$ cat config.mk
export PLATFORM = sky130hd
export DESIGN_NAME = led_pattern_player
export DESIGN_NICKNAME = d
export VERILOG_FILES = /design/src/rtl/led_pattern_player.sv
export SDC_FILE = /design/constraint.sdc
export NUM_CORES = 1
export LEC_CHECK = 0
export ABC_AREA = 0
export CAP_MARGIN = 20
export CORE_MARGIN = 2
export CORE_UTILIZATION = 55
export CTS_BUF_LIST = sky130_fd_sc_hd__clkbuf_4 sky130_fd_sc_hd__clkbuf_8
export DETAILED_ROUTE_END_ITERATION = 10
export DONT_BUFFER_PORTS = 1
export GPL_TIMING_DRIVEN = 0
export PLACE_DENSITY = 0.68
export SLEW_MARGIN = 5
export SYNTH_ARGS = -nofsm -noshare
export SYNTH_HDL_FRONTEND = slang
export SYNTH_SLANG_ARGS = --single-unit
$ cat constraint.sdc
create_clock -name clk -period 6.13 [get_ports clk]
set_input_delay 1.226 -clock clk [delete_from_list [all_inputs] [get_ports clk]]
set_output_delay 1.226 -clock clk [all_outputs]
set_load 0.03 [all_outputs]
$ cat src/rtl/led_pattern_player.sv
// Pattern-ROM reader and LED driver: walks rom_addr from start_addr to end_addr and wraps.
// Each ROM word stays on the LEDs for STEP_CYCLES clocks. A change of range restarts the sequence.
module led_pattern_player #(
    parameter int ADDR_W      = 5,
    parameter int LED_W       = 8,
    parameter int STEP_CYCLES = 25_000_000
) (
    input  logic              clk,
    input  logic              rst,
    input  logic [ADDR_W-1:0] start_addr,
    input  logic [ADDR_W-1:0] end_addr,
    output logic [ADDR_W-1:0] rom_addr,
    input  logic [LED_W-1:0]  rom_data,
    output logic [LED_W-1:0]  led,
    output logic              wrap_pulse
);

    localparam int                TICK_W    = $clog2(STEP_CYCLES);
    localparam logic [TICK_W-1:0] TICK_LAST = TICK_W'(STEP_CYCLES - 3);
    localparam logic [ADDR_W-1:0] ADDR_ONES = '1;

    typedef enum logic [1:0] {
        RESTART = 2'd0,
        FETCH   = 2'd1,
        SHOW    = 2'd2,
        HOLD    = 2'd3
    } state_t;

    state_t              state_q, state_d;
    logic [ADDR_W-1:0]   rom_addr_q, rom_addr_d;
    logic [LED_W-1:0]    led_q, led_d;
    logic                wrap_q, wrap_d;
    logic [TICK_W-1:0]   tick_q, tick_d;
    logic [ADDR_W-1:0]   cur_start_q, cur_start_d;
    logic [ADDR_W-1:0]   cur_end_q, cur_end_d;
    logic                range_changed;

    assign range_changed = (start_addr != cur_start_q) || (end_addr != cur_end_q);

    always_ff @(posedge clk or posedge rst) begin
        if (rst) begin
            state_q     <= RESTART;
            rom_addr_q  <= '0;
            led_q       <= '0;
            wrap_q      <= 1'b0;
            tick_q      <= '0;
            cur_start_q <= '0;
            cur_end_q   <= '0;
        end else begin
            state_q     <= state_d;
            rom_addr_q  <= rom_addr_d;
            led_q       <= led_d;
            wrap_q      <= wrap_d;
            tick_q      <= tick_d;
            cur_start_q <= cur_start_d;
            cur_end_q   <= cur_end_d;
        end
    end

    always_comb begin
        state_d     = state_q;
        rom_addr_d  = rom_addr_q;
        led_d       = led_q;
        wrap_d      = 1'b0;
        tick_d      = tick_q;
        cur_start_d = cur_start_q;
        cur_end_d   = cur_end_q;

        case (state_q)
            RESTART: begin
                cur_start_d = start_addr;
                cur_end_d   = end_addr;
                rom_addr_d  = start_addr;
                state_d     = FETCH;
            end
            FETCH: begin
                state_d = SHOW;
            end
            SHOW: begin
                led_d   = rom_data;
                tick_d  = '0;
                state_d = HOLD;
            end
            HOLD: begin
                tick_d = tick_q + 1'b1;
                if (tick_q == TICK_LAST) begin
                    // The all-ones test keeps the increment from overflowing to zero.
                    if ((rom_addr_q >= cur_end_q) || (rom_addr_q == ADDR_ONES)) begin
                        rom_addr_d = cur_start_q;
                        wrap_d     = 1'b1;
                    end else begin
                        rom_addr_d = rom_addr_q + 1'b1;
                    end
                    state_d = FETCH;
                end
            end
            default: begin
                state_d = RESTART;
            end
        endcase

        // A new range overrides any advance, display update or wrap in this cycle.
        if ((state_q != RESTART) && range_changed) begin
            state_d    = RESTART;
            rom_addr_d = rom_addr_q;
            led_d      = led_q;
            wrap_d     = 1'b0;
            tick_d     = tick_q;
        end
    end

    assign rom_addr   = rom_addr_q;
    assign led        = led_q;
    assign wrap_pulse = wrap_q;

endmodule

---- Yosys cells after proc, flatten, opt, wreduce, memory -nomap -nowiden ----
Cells that the tools add are included.
operators by class
  add/subtract/negate cells ............... 2
  order comparisons ....................... 1
  eq/ne operators ......................... 9
  mux-type cells .......................... 11
  bitwise operators ....................... 1
  reductions and logical operators ........ 10
operators with widths
  operator                                        count
  case mux 25 bit (2 select lines)                1
  adder 25 x 1 -> 25 bit (second input constant)  1
  == test 25 bit (second input constant)          1
  two-way mux 5 bit                               2
  inequality test 5 bit                           2
  case mux 5 bit (2 select lines)                 1
  case mux 2 bit (4 select lines)                 1
  nonzero test 2 bit                              3
  adder 5 x 1 -> 5 bit (second input constant)    1
  == test 5 bit (second input constant)           1
  >= comparator 5 bit                             1
  == test 2 bit (second input constant)           2
  two-way mux 1 bit                               4
  two-way mux 2 bit                               2
  AND reduction 2 bit                             2
  inequality test 3 bit (second input constant)   1
  AND reduction 3 bit                             1
  == test 2 x 1 -> 1 bit (second input constant)  1
  zero test 2 bit                                 1
  logical OR 1 bit                                2
  inequality test 2 bit (second input constant)   1
  logical AND 1 bit                               1
  NOT 1 bit                                       1
storage, ports and cells
  register bits ........................... 51
  output and inout bits ................... 14
  logic and storage cells ................. 41

---- Logic depth before layout (Yosys ltp) ----
  depth in word-level cells ............... 6
  mapped depth ............................ 9
  gate-level depth less buffers ........... 8

---- Worst setup path before layout ----
OpenSTA, ideal clock, no wires.
  path type ............................... input port to flip-flop
  from .................................... input start_addr[1]
  to ...................................... register rom_addr_q[1], in the netlist rom_addr[1]
  arrival time ............................ 2.555 ns
  required time ........................... 6.002 ns
  path slack .............................. 3.447 ns
  cell stages on the path ................. 6
  path buffers ............................ 0
  path through ............................ xnor2_1 -> nand4_2 -> o31a_1 -> nor2_1 -> and2_1 -> mux2_1
between the ends
  cells in the longest elaborated chain, start to end .. 5
  elaborated cells on any way between the ends .. 6
ends and longest elaborated chain
  item                           RTL line  source
  from (decl)                    10        input logic [ADDR_W-1:0] start_addr,
  inequality test 5 bit          38        assign range_changed = (start_addr != cur_start_q) || (end_addr != cur_end_q);
  logical OR 1 bit               38
  logical AND 1 bit              103       if ((state_q != RESTART) && range_changed) begin
  NOT 1 bit (no line)            --
  AND reduction 3 bit (no line)  --
  to (signal assigned)           51        rom_addr_q <= rom_addr_d;
  to (decl)                      30        logic [ADDR_W-1:0] rom_addr_q, rom_addr_d;
Several ways; a longest one is shown, not always the timed one.
A chain may end at the register's enable or synchronous reset.

---- Worst setup path in the final report ----
  from .................................... input end_addr[0]
  to ...................................... register tick_q[15]
between the ends
  cells in the longest elaborated chain, start to end .. 5
ends and longest elaborated chain
  item                           RTL line  source
  from (decl)                    11        input logic [ADDR_W-1:0] end_addr,
  inequality test 5 bit          38
  logical OR 1 bit               38
  logical AND 1 bit              103
  NOT 1 bit (no line)            --
  AND reduction 2 bit (no line)  --
  to (signal assigned)           54        tick_q <= tick_d;
  to (decl)                      33        logic [TICK_W-1:0] tick_q, tick_d;
Every way passes these cells.

==> key figures <==
Floorplan
  • Core box area: a little over 5000 um^2
  • IO Pins: 34
  • Site row count: 26
  • Die Area: a little under 6000 um^2
  • Die Span X: 76.5 um
  • Die Ht: about 77 um
  • Starting Density: 0.567

STA
  • Slew headroom: 0.511
  • Worst slew pin tran: 0.729 ns
  • Final Hold Fails: 0
  • Minimum clock period after layout: approximately 2.8 ns
  • RSZ-0062 raised after global routing: no
  • Max-slew violations: 0
  • FMAX: between 300 and 400 MHz
  • Final worst path period share: 0.453
  • Setup TNS: 0 ns
  • Skew final: between 0.01 and 0.015 ns
  • Final setup fails: 0

Synthesis
  • Yosys warning count: 0
  • Top-area cell type share of the netlist area: 0.441
  • Area contributors post-synth: dfrtp_1, xnor2_1, ha_1
  • Sequential area share after synthesis: 0.441
  • Post-Synthesis Cells: between 200 and 300
  • Yosys top cell by area: dfrtp_1
  • Netlist Area Pre-Place: between 2000 and 3000 um^2
  • Post-synth EDFFs: 0
  • Synth Area per Inst: ~11 um^2
  • Synth unique cells: 45
  • Synth Register Bits: slightly above 50
  • Asr flop ratio synth: 1.00
  • Primary FF master, synth: dfrtp_1
  • Synthesized Nets: a little over 300

Setup path
  • FF-to-FF End: rom_addr[4]
  • Crit-path max FO: 10
  • CP Class: in2reg
  • Arr. time, crit path: between 2 and 3 ns
  • Crit path largest cell delay: 0.48 ns
  • Worst R2R Start: rom_addr[0]
  • Critical path capture point type: register
  • Crit path max-delay cell type: o31ai_4
  • Worst Setup SP: end_addr[0]
  • Worst-path cell chain: xnor2_1 > nand4_1 > o31ai_4 > nand2_2 > nor2_1 > buf_2 > nor2_1
  • R2r worst-path depth: 8
  • Reg2reg setup slack: 3.54 ns
  • Data required time of the worst path: around 6.3 ns
  • CP most frequent cell: nor2_1
  • Critical path startpoint category: input port
  • Setup crit end: tick_q[15]

Clocking
  • CTS Buffer Depth: 2
  • CTS sink count: 51
  • Post-CTS Resized: 0
  • Worst-path clk slew: ~0.090 ns
  • Worst-Skew Late Latency: 0.31 ns
  • Htree depth: 2
  • # hold bufs at CTS: 0
  • CTS root buffer: clkbuf_8
  • Clock buffer count from CTS: 5
  • CTS tree: done
  • Post CTS Setup Buffer Count: 0

Place
  • Placed cell count: 345
  • RD Place Congestion: 0.830
  • Hpwl dp: 3940 um
  • I/O Buffers: 0

Power
  • VDD IR-drop max: 0.342 mV
  • LEAKAGE: around 0.0012 uW
  • Power density cells: ~460 nW/um^2

Global routing
  • Initial antenna violation count: 0
  • Vias in the first global route: between 1,500 and 2,000
  • First-pass GRT wire length: 9230 um
  • Gr usage total: 0.196
  • Pin count of the biggest net entering global routing: 39
  • Grt total ovfl: 0

Layout
  • Reg area: approximately 1300 um^2
  • Share of cells above drive strength 1: 0.159
  • Final std cells w/o fill: between 300 and 400
  • Antenna cells: 0
  • Fillers: around 440
  • Layout area overhead: 6.96%
  • Final net count: around 310
  • Multi-input gate area in the final layout: between 1500 and 2000 um^2
  • Leading cell types in the layout, fill and taps excluded: dfrtp_1, xnor2_1, nor2_1
  • Commonest non-fill, non-tap cell in the layout: dfrtp_1

Flow run
  • Max Cap Violations: 0

Route
  • Via count: 2,015
  • WL final: 5380 um
  • DRT Pass-1 Iters: 4
  • Antenna Nets Post-Route: 0
  • M1 WL: about 2600 um
  • Met2 routed WL: 2530 um
  • First DRT Iteration DRCs: 98
  • Met3 WL post-DR: ~200 um
  • Drt drc: 0
  • Via density: roughly 5.7
  • WL per Instance: ~15 um
  • DR top layer: met4

Worst hold path
  • Hold Path Class: reg2reg

Run status
  • Outcome: completed
==> cell type report <==
class / count / share of cell area
Multi-Input combinational cell: 203 / 0.495
Sequential cell: 51 / 0.412
Tap cell: 70 / 0.0283
Clock buffer: 5 / 0.0222
Inverter: 12 / 0.0146
Buffer: 8 / 0.0133
Clock inverter: 3 / 0.00808
Timing Repair Buffer: 1 / 0.00647
==> worst min path at each step <==
stage | depth (start not counted) | slack [ns] | start | endpoint
floorplan | 1 | 0.49 | tick_q[9] | tick_q[9]
global placement | 1 | 0.53 | tick_q[9] | tick_q[9]
detailed placement | 2 | 0.54 | tick_q[24] | tick_q[24]
CTS | 1 | 0.55 | tick_q[9] | tick_q[9]
global route | 1 | 0.59 | cur_start_q[4] | cur_start_q[4]
finish | 2 | 0.56 | tick_q[14] | tick_q[14]
==> per-stage QoR <==
stage | instance area, um^2 | setup WS, ns | total power, uW | util | hold WS (ns)
6_report | 3100 | 3.35 | 1410 | 0.606 | 0.560
5_1_grt | 3100 | 3.11 | 1520 | 0.606 | 0.586
4_1_cts | 3100 | 3.34 | 1420 | 0.606 | 0.554
3_5_place_dp | 3000 | 3.01 | 1220 | 0.588 | 0.535
3_3_place_gp | 2980 | 3.03 | 1200 | 0.584 | 0.527
2_1_floorplan | 2890 | 3.45 | 1090 | - | 0.493
==> flip-flops by register name (all words and copies together), names as in the netlist <==
register,count
wrap_pulse,1
rom_addr,5
cur_start_q,5
cur_end_q,5
tick_q,25
state_q,2
led,8
==> cell families after synthesis <==
kind of cell             Yosys count  share of synthesized area
adder cells (fa/ha/maj)           12                     0.0519
buffers and inverters             20                     0.0298
multiplexers                      21                     0.0804
flip-flops                        51                      0.441
AO/OA/AOI/OAI                     28                     0.0670
AND/OR/NAND/NOR                  110                      0.233
XOR/XNOR                          32                     0.0968
==> critical path: cells and delay by family <==
| kind | cells | cell delay (ns) |
|---|---|---|
| buffers and inverters | 1 | 0.31 |
| xor gates and xnor gates | 1 | 0.15 |
| and+or+nand+nor | 4 | 0.79 |
| AOI/OAI and AO/OA | 1 | 0.48 |
==> synth_stat cells (3+ instances only) <==
cell type,count
xnor2_1,29
o21ai_1,6
ha_1,12
mux2i_1,3
nand2_1,20
a21oi_1,4
nor4_2,7
nor2_1,24
nand2b_1,3
nor2_2,7
nor3_1,7
nand3_1,13
inv_1,12
o21ai_0,4
buf_2,3
dfrtp_1,51
mux2_2,6
mux2_1,12
and3_1,3
nand4_1,7
clkbuf_1,4
nor4b_2,5
xor2_1,3
==> metal layers <==
| layer | track usage | up-vias |
|---|---|---|
| li1 | - | 975 |
| met3 | 0.0462 | 5 |
| met4 | 0.0636 | 0 |
| met2 | 0.296 | 38 |
| met5 | 0 | - |
| met1 | 0.281 | 997 |
==> power by group <==
group / switching, uW / internal (uW)
Combinational: 303 / 242
Sequential: 210 / 454
Clock: 121 / 83.4
Total: 633 / 780
Note: power is estimated with default switching activity, not from simulation.
